## config.mk

```make
export PLATFORM = sky130hd
export DESIGN_NAME = spi_regbank
export DESIGN_NICKNAME = d
export VERILOG_FILES = /design/src/rtl/spi_regbank.sv
export SDC_FILE = /design/constraint.sdc
export NUM_CORES = 1
export LEC_CHECK = 0
export ABC_AREA = 1
export BUFFER_PORTS_ARGS = -buffer_cell sky130_fd_sc_hd__buf_2
export CELL_PAD_IN_SITES_DETAIL_PLACEMENT = 0
export CELL_PAD_IN_SITES_GLOBAL_PLACEMENT = 2
export CORE_MARGIN = 8
export CORE_UTILIZATION = 30
export CTS_CLUSTER_DIAMETER = 80
export DETAILED_ROUTE_END_ITERATION = 8
export HOLD_SLACK_MARGIN = 0.06
export PLACE_DENSITY_LB_ADDON = 0.1
export SYNTH_ARGS = -nofsm -noshare
export SYNTH_HDL_FRONTEND = slang
export SYNTH_SLANG_ARGS = --single-unit
export TNS_END_PERCENT = 20
```

## constraint.sdc

```tcl
create_clock -name clk -period 2.4 [get_ports clk]
set_input_delay 0.24 -clock clk [delete_from_list [all_inputs] [get_ports clk]]
set_output_delay 0.24 -clock clk [all_outputs]
set_load 0.01 [all_outputs]
```

## src/rtl/spi_regbank.sv

```systemverilog
// SPI mode-0 slave register bank: NUM_OUT_REGS R/W control registers followed by
// NUM_IN_REGS read-only status registers, with burst auto-increment and access strobes.
module spi_regbank #(
  parameter int unsigned                        NUM_OUT_REGS = 8,
  parameter int unsigned                        NUM_IN_REGS  = 4,
  parameter int unsigned                        DATA_W       = 8,
  parameter int unsigned                        AUTO_INC     = 1,
  parameter logic [NUM_OUT_REGS*DATA_W-1:0]     OUT_RESET    = '0
) (
  input  logic                               clk,
  input  logic                               reset,
  input  logic                               spi_cs_n,
  input  logic                               spi_clk,
  input  logic                               spi_mosi,
  output logic                               spi_miso,
  output logic                               spi_miso_oe,
  input  logic [NUM_IN_REGS*DATA_W-1:0]      in_regs,
  output logic [NUM_OUT_REGS*DATA_W-1:0]     out_regs,
  output logic [NUM_OUT_REGS-1:0]            wr_stb,
  output logic [NUM_IN_REGS-1:0]             rd_stb,
  output logic                               busy
);

  localparam int unsigned NumRegs  = NUM_OUT_REGS + NUM_IN_REGS;
  localparam logic [6:0]  LastAddr = 7'(NumRegs - 1);

  typedef enum logic [1:0] {StIdle, StCmd, StWr, StRd} state_e;

  logic [1:0] cs_sync_q, sclk_sync_q, mosi_sync_q;
  logic       cs_prev_q, sclk_prev_q;

  state_e                            state_q, state_d;
  logic [2:0]                        cnt_q, cnt_d;
  logic [6:0]                        shin_q, shin_d;
  logic [6:0]                        addr_q, addr_d;
  logic [DATA_W-1:0]                 shout_q, shout_d;
  logic                              miso_q, miso_d;
  logic [NUM_OUT_REGS*DATA_W-1:0]    out_q, out_d;
  logic [NUM_OUT_REGS-1:0]           wr_stb_q, wr_stb_d;
  logic [NUM_IN_REGS-1:0]            rd_stb_q, rd_stb_d;

  logic              cs_low, cs_fall, sclk_rise, sclk_fall, load;
  logic [7:0]        rx_byte;
  logic [6:0]        addr_inc, load_addr;
  logic [DATA_W-1:0] rd_val;

  // Pin synchronisers and edge history; unreset so a frame cut by reset never looks like a new cs_n fall.
  always_ff @(posedge clk) begin
    cs_sync_q   <= {cs_sync_q[0], spi_cs_n};
    sclk_sync_q <= {sclk_sync_q[0], spi_clk};
    mosi_sync_q <= {mosi_sync_q[0], spi_mosi};
    cs_prev_q   <= cs_sync_q[1];
    sclk_prev_q <= sclk_sync_q[1];
  end

  assign cs_low    = ~cs_sync_q[1];
  assign cs_fall   = cs_prev_q & ~cs_sync_q[1];
  assign sclk_rise = sclk_sync_q[1] & ~sclk_prev_q;
  assign sclk_fall = ~sclk_sync_q[1] & sclk_prev_q;
  assign rx_byte   = {shin_q, mosi_sync_q[1]};

  assign addr_inc  = (AUTO_INC == 0) ? addr_q :
                     (addr_q == LastAddr) ? 7'd0 : addr_q + 7'd1;
  // The command byte supplies the first read address; later loads prefetch the next one.
  assign load_addr = (state_q == StCmd) ? rx_byte[6:0] : addr_inc;

  // Register-file read mux; unmapped addresses read as zero.
  always_comb begin
    rd_val = '0;
    for (int k = 0; k < NUM_OUT_REGS; k++) begin
      if (load_addr == 7'(k)) rd_val = out_q[k*DATA_W +: DATA_W];
    end
    for (int k = 0; k < NUM_IN_REGS; k++) begin
      if (load_addr == 7'(NUM_OUT_REGS + k)) rd_val = in_regs[k*DATA_W +: DATA_W];
    end
  end

  // Frame FSM next-state, shifting, register writes and strobes.
  always_comb begin
    state_d  = state_q;
    cnt_d    = cnt_q;
    shin_d   = shin_q;
    addr_d   = addr_q;
    shout_d  = shout_q;
    miso_d   = miso_q;
    out_d    = out_q;
    wr_stb_d = '0;
    rd_stb_d = '0;
    load     = 1'b0;

    if (!cs_low) begin
      // cs_n high wins over any spi_clk edge seen in the same cycle.
      state_d = StIdle;
      cnt_d   = '0;
      miso_d  = 1'b0;
    end else begin
      unique case (state_q)
        StIdle: begin
          if (cs_fall) begin
            state_d = StCmd;
            cnt_d   = '0;
          end
        end
        default: begin
          if (sclk_rise) begin
            shin_d = rx_byte[6:0];
            cnt_d  = cnt_q + 3'd1;
            if (cnt_q == 3'd7) begin
              unique case (state_q)
                StCmd: begin
                  addr_d = rx_byte[6:0];
                  miso_d = 1'b0;
                  if (rx_byte[7]) begin
                    state_d = StRd;
                    load    = 1'b1;
                  end else begin
                    state_d = StWr;
                  end
                end
                StWr: begin
                  for (int k = 0; k < NUM_OUT_REGS; k++) begin
                    if (addr_q == 7'(k)) begin
                      out_d[k*DATA_W +: DATA_W] = rx_byte[DATA_W-1:0];
                      wr_stb_d[k]               = 1'b1;
                    end
                  end
                  addr_d = addr_inc;
                end
                StRd: begin
                  addr_d = addr_inc;
                  load   = 1'b1;
                end
                default: ;
              endcase
            end
          end else if (sclk_fall && state_q == StRd) begin
            miso_d  = shout_q[DATA_W-1];
            shout_d = {shout_q[DATA_W-2:0], 1'b0};
          end
          if (load) begin
            shout_d = rd_val;
            for (int k = 0; k < NUM_IN_REGS; k++) begin
              if (load_addr == 7'(NUM_OUT_REGS + k)) rd_stb_d[k] = 1'b1;
            end
          end
        end
      endcase
    end
  end

  // State and datapath registers with synchronous reset.
  always_ff @(posedge clk) begin
    if (reset) begin
      state_q  <= StIdle;
      cnt_q    <= '0;
      shin_q   <= '0;
      addr_q   <= '0;
      shout_q  <= '0;
      miso_q   <= 1'b0;
      out_q    <= OUT_RESET;
      wr_stb_q <= '0;
      rd_stb_q <= '0;
    end else begin
      state_q  <= state_d;
      cnt_q    <= cnt_d;
      shin_q   <= shin_d;
      addr_q   <= addr_d;
      shout_q  <= shout_d;
      miso_q   <= miso_d;
      out_q    <= out_d;
      wr_stb_q <= wr_stb_d;
      rd_stb_q <= rd_stb_d;
    end
  end

  assign spi_miso_oe = (state_q == StRd);
  assign spi_miso    = miso_q & spi_miso_oe;
  assign busy        = (state_q != StIdle);
  assign out_regs    = out_q;
  assign wr_stb      = wr_stb_q;
  assign rd_stb      = rd_stb_q;

endmodule

```

==> reports/summary.md <==
STA
- portion of the clock cycle consumed by the worst path in the final layout: 0.983
- pins over their slew limit: 0
- setup repair after global routing missed its margin: true
- headroom to the max-slew limit: 0.685
- Hold Vio Cnt, Final: 0
- slack of the critical path: 0.0397 ns
- transition at the pin with the smallest max-transition slack: 0.473 ns
- Setup Skew: 0.00820 ns
- Setup violations, final: 0
- Fmax achieved: 424 MHz
- final-layout worst hold slack: 0.257 ns
- Tmin final: 2.36 ns

Logic synthesis
- Synth Net Count: 750
- count of flip-flops with a built-in enable after synthesis: 0
- share of flip-flops with an asynchronous set or reset: 0
- number of register bits inferred by synthesis: 112
- Syn. warnings: 0
- Distinct cells, synth: 35
- cells taking the most area after synthesis: dfxtp_1 43%, a21oi_1 9.3%, o21ai_0 8.4%
- cell area after synthesis: 5260 sq um
- portion of the post-synthesis area used by sequential elements: 0.426
- share of Yosys cell area claimed by the top area cell type: 0.426
- average cell area after synthesis: 7.44 sq um
- Primary FF master, synth: dfxtp_1
- synthesized instance count: 707
- cell type contributing the most total cell area after synthesis: dfxtp_1

CTS
- maximum buffer depth of the clock tree: 2
- CTS tree: done
- cell at the root of the clock tree: clkbuf_16
- number of buffers created by CTS: 9
- number of clock sinks: 112
- CTS clock-pin slew for the worst setup and hold paths: 0.08 ns
- H-tree depth: 3
- latest clock arrival within the worst-skew pair: 0.35 ns

Run status
- status: finished, final reports clean

Worst setup path
- required time reported for the critical path endpoint: 2.63 ns
- R2R cell count: 15
- Critical Path AT: 2.59 ns
- Critical Path Source Type: flip-flop
- start-to-end type of the worst setup path: reg -> reg
- Reg2Reg Setup Slack: 0.04 ns
- reg2reg end: shout_q[0]
- nature of the critical path endpoint: flip-flop
- launching point of the worst reg2reg path: addr_q[1]
- Worst Path Max Fanout: 6

Global routing
- overall track demand over capacity in global routing: 0.175
- global-route wire length before repair: 29.6 mm
- via count of the first global-routing pass: 5217
- initial antenna violation count: 0
- gr ovfl total: 0
- pin count of the biggest net entering global routing: 48

Finish
- number of filler instances in the final layout: 1863
- area growth from synthesis to layout: 28.4%
- final non-filler cell area: 6750 sq um
- Antenna Diode Count: 0
- most used cells in the layout excluding fill and tap cells: 115 x buf_2, 108 x dfxtp_1, 100 x nand2_1
- most common library cell in the layout ignoring fill and taps: buf_2
- number of nets in the layout: 893
- share of post-route cells with drive strength above 1: 0.303

Place
- routability cong.: 0.840
- cell area reported after detailed placement: 6280 sq um
- placed wire-length estimate: 15.0 mm
- IO Port Bufs: 115
- post-placement setup slack: -0.194 ns

Route
- total wire length: 19.5 mm
- DRC violations left: 0
- iteration-0 DRC count of the detailed router: 317
- Pre-Repair DR Iteration Count: 4
- ANT nets after route: 0
- routed via count: 5237
- per-cell routed wire length: 18.0 um
- detail-routed via count per cell: 4.85

Min path
- hold crit path type: in -> reg
- Hold Path Cell Cnt: 5
- Hold Path Sink: shout_q[7]
- min-delay src: in_regs[23]

Power and ir drop
- power density of the placed cells: 531 nW/um^2
- P_leak: 3.06 nW
- maximum VDD drop: 337 uV

Floorplan
- full die area: 22000 sq um
- row cnt: 48
- number of top-level pins: 116
- die boundary height: 148 um
- die boundary width: 148 um
- core area: 17200 sq um
- Initial Utilization: 0.305

Run
- total of max-cap violations: 0

==> metrics by stage <==
| stage | cells | utilization | TNS, ns | power, mW |
|---|---|---|---|---|
| 2_1_floorplan | 707 | - | 0 | 1.98 |
| 3_3_place_gp | 1056 | 0.364 | -0.213 | 2.04 |
| 3_5_place_dp | 1056 | 0.364 | -0.276 | 2.04 |
| 4_1_cts | 1078 | 0.388 | 0 | 3.62 |
| 5_1_grt | 1080 | 0.392 | -0.631 | 3.72 |
| 6_report | 1080 | 0.392 | 0 | 3.59 |
==> routing by layer <==
metal | track usage | vias to the layer above | routed length [um]
li1 | - | 2642 | -
met1 | 0.223 | 2427 | 9040
met2 | 0.288 | 147 | 8980
met3 | 0.0349 | 21 | 1090
met4 | 0.0607 | 0 | 378
met5 | 0 | - | 0
==> registers in the layout, indices dropped and copies added, names as in the netlist, 2 cells and up <==
register and flops:
wr_stb 8, shout_q 8, out_regs 64, cnt_q 3, sclk_sync_q 2, addr_q 7, mosi_sync_q 2, state_q 2
rd_stb 4, shin_q 7, cs_sync_q 2
==> cell usage after synthesis (7+ instances only) <==
master and number:
buf_4 7, nor3_1 12, inv_1 64, nand4_1 27, inv_2 21, nand3_1 19
nand2_2 12, clkbuf_1 13, a21oi_1 98, dfxtp_1 112, o21ai_0 88, nand2_1 104
nor2_4 9, nor2_1 66
==> critical path, cell delays in order (launching register included) <==
cell     delay [ns]
dfxtp_2        0.36
buf_4          0.15
inv_1          0.09
ha_4           0.29
nand2_2        0.07
o21ai_4        0.12
nand2_1        0.18
nor2_2         0.15
inv_2          0.07
nor2_4         0.18
inv_4          0.07
or2_0          0.21
nand2_2        0.10
nand4_1        0.08
nand2_1        0.07
a21oi_1        0.05
==> cells by family (layout without fill, tap and decap cells) <==
group,Yosys count,in the layout,synth area share
buffers and inverters,112,260,0.0873
adder cells (fa/ha/maj),6,6,0.0143
flip-flops,112,112,0.426
AO/OA/AOI/OAI,202,202,0.203
AND/OR/NAND/NOR,275,275,0.270
==> report_power, final <==
group          internal, mW  leakage, nW  total, mW  switching, mW
Sequential             1.86        0.907       1.87        0.00549
Clock                 0.821        0.139       1.58          0.759
Combinational        0.0525         2.01      0.138         0.0858
==> final cells by class <==
type / count / area [sq um] / share of cell area
Multi-Input combinational cell: 483 / 2640 / 0.392
Sequential cell: 112 / 2250 / 0.333
Timing Repair Buffer: 156 / 941 / 0.139
Inverter: 88 / 335 / 0.0497
Tap cell: 225 / 282 / 0.0417
Clock buffer: 9 / 225 / 0.0334
Clock inverter: 7 / 78.8 / 0.0117
==> timing repair <==
item,CTS,global route
setup endpoints to repair,4,13
pin swaps,4,6
hold buffers,3,0
setup buffers,3,2
resized for setup,12,14
hold endpoints to repair,3,0
==> worst max-delay path by stage <==
stage	end	cells past startpoint	slack (ns)	from
final	shout_q[0]	15	0.04	addr_q[1]
after global routing	shout_q[4]	19	-0.11	addr_q[0]
after CTS	shout_q[7]	19	0.01	addr_q[1]
after detailed placement	shout_q[7]	19	-0.19	addr_q[1]
after global placement	shout_q[7]	19	-0.18	addr_q[0]
after floorplan	shout_q[0]	17	0.24	addr_q[1]
Note: power is estimated with default switching activity, not from simulation.
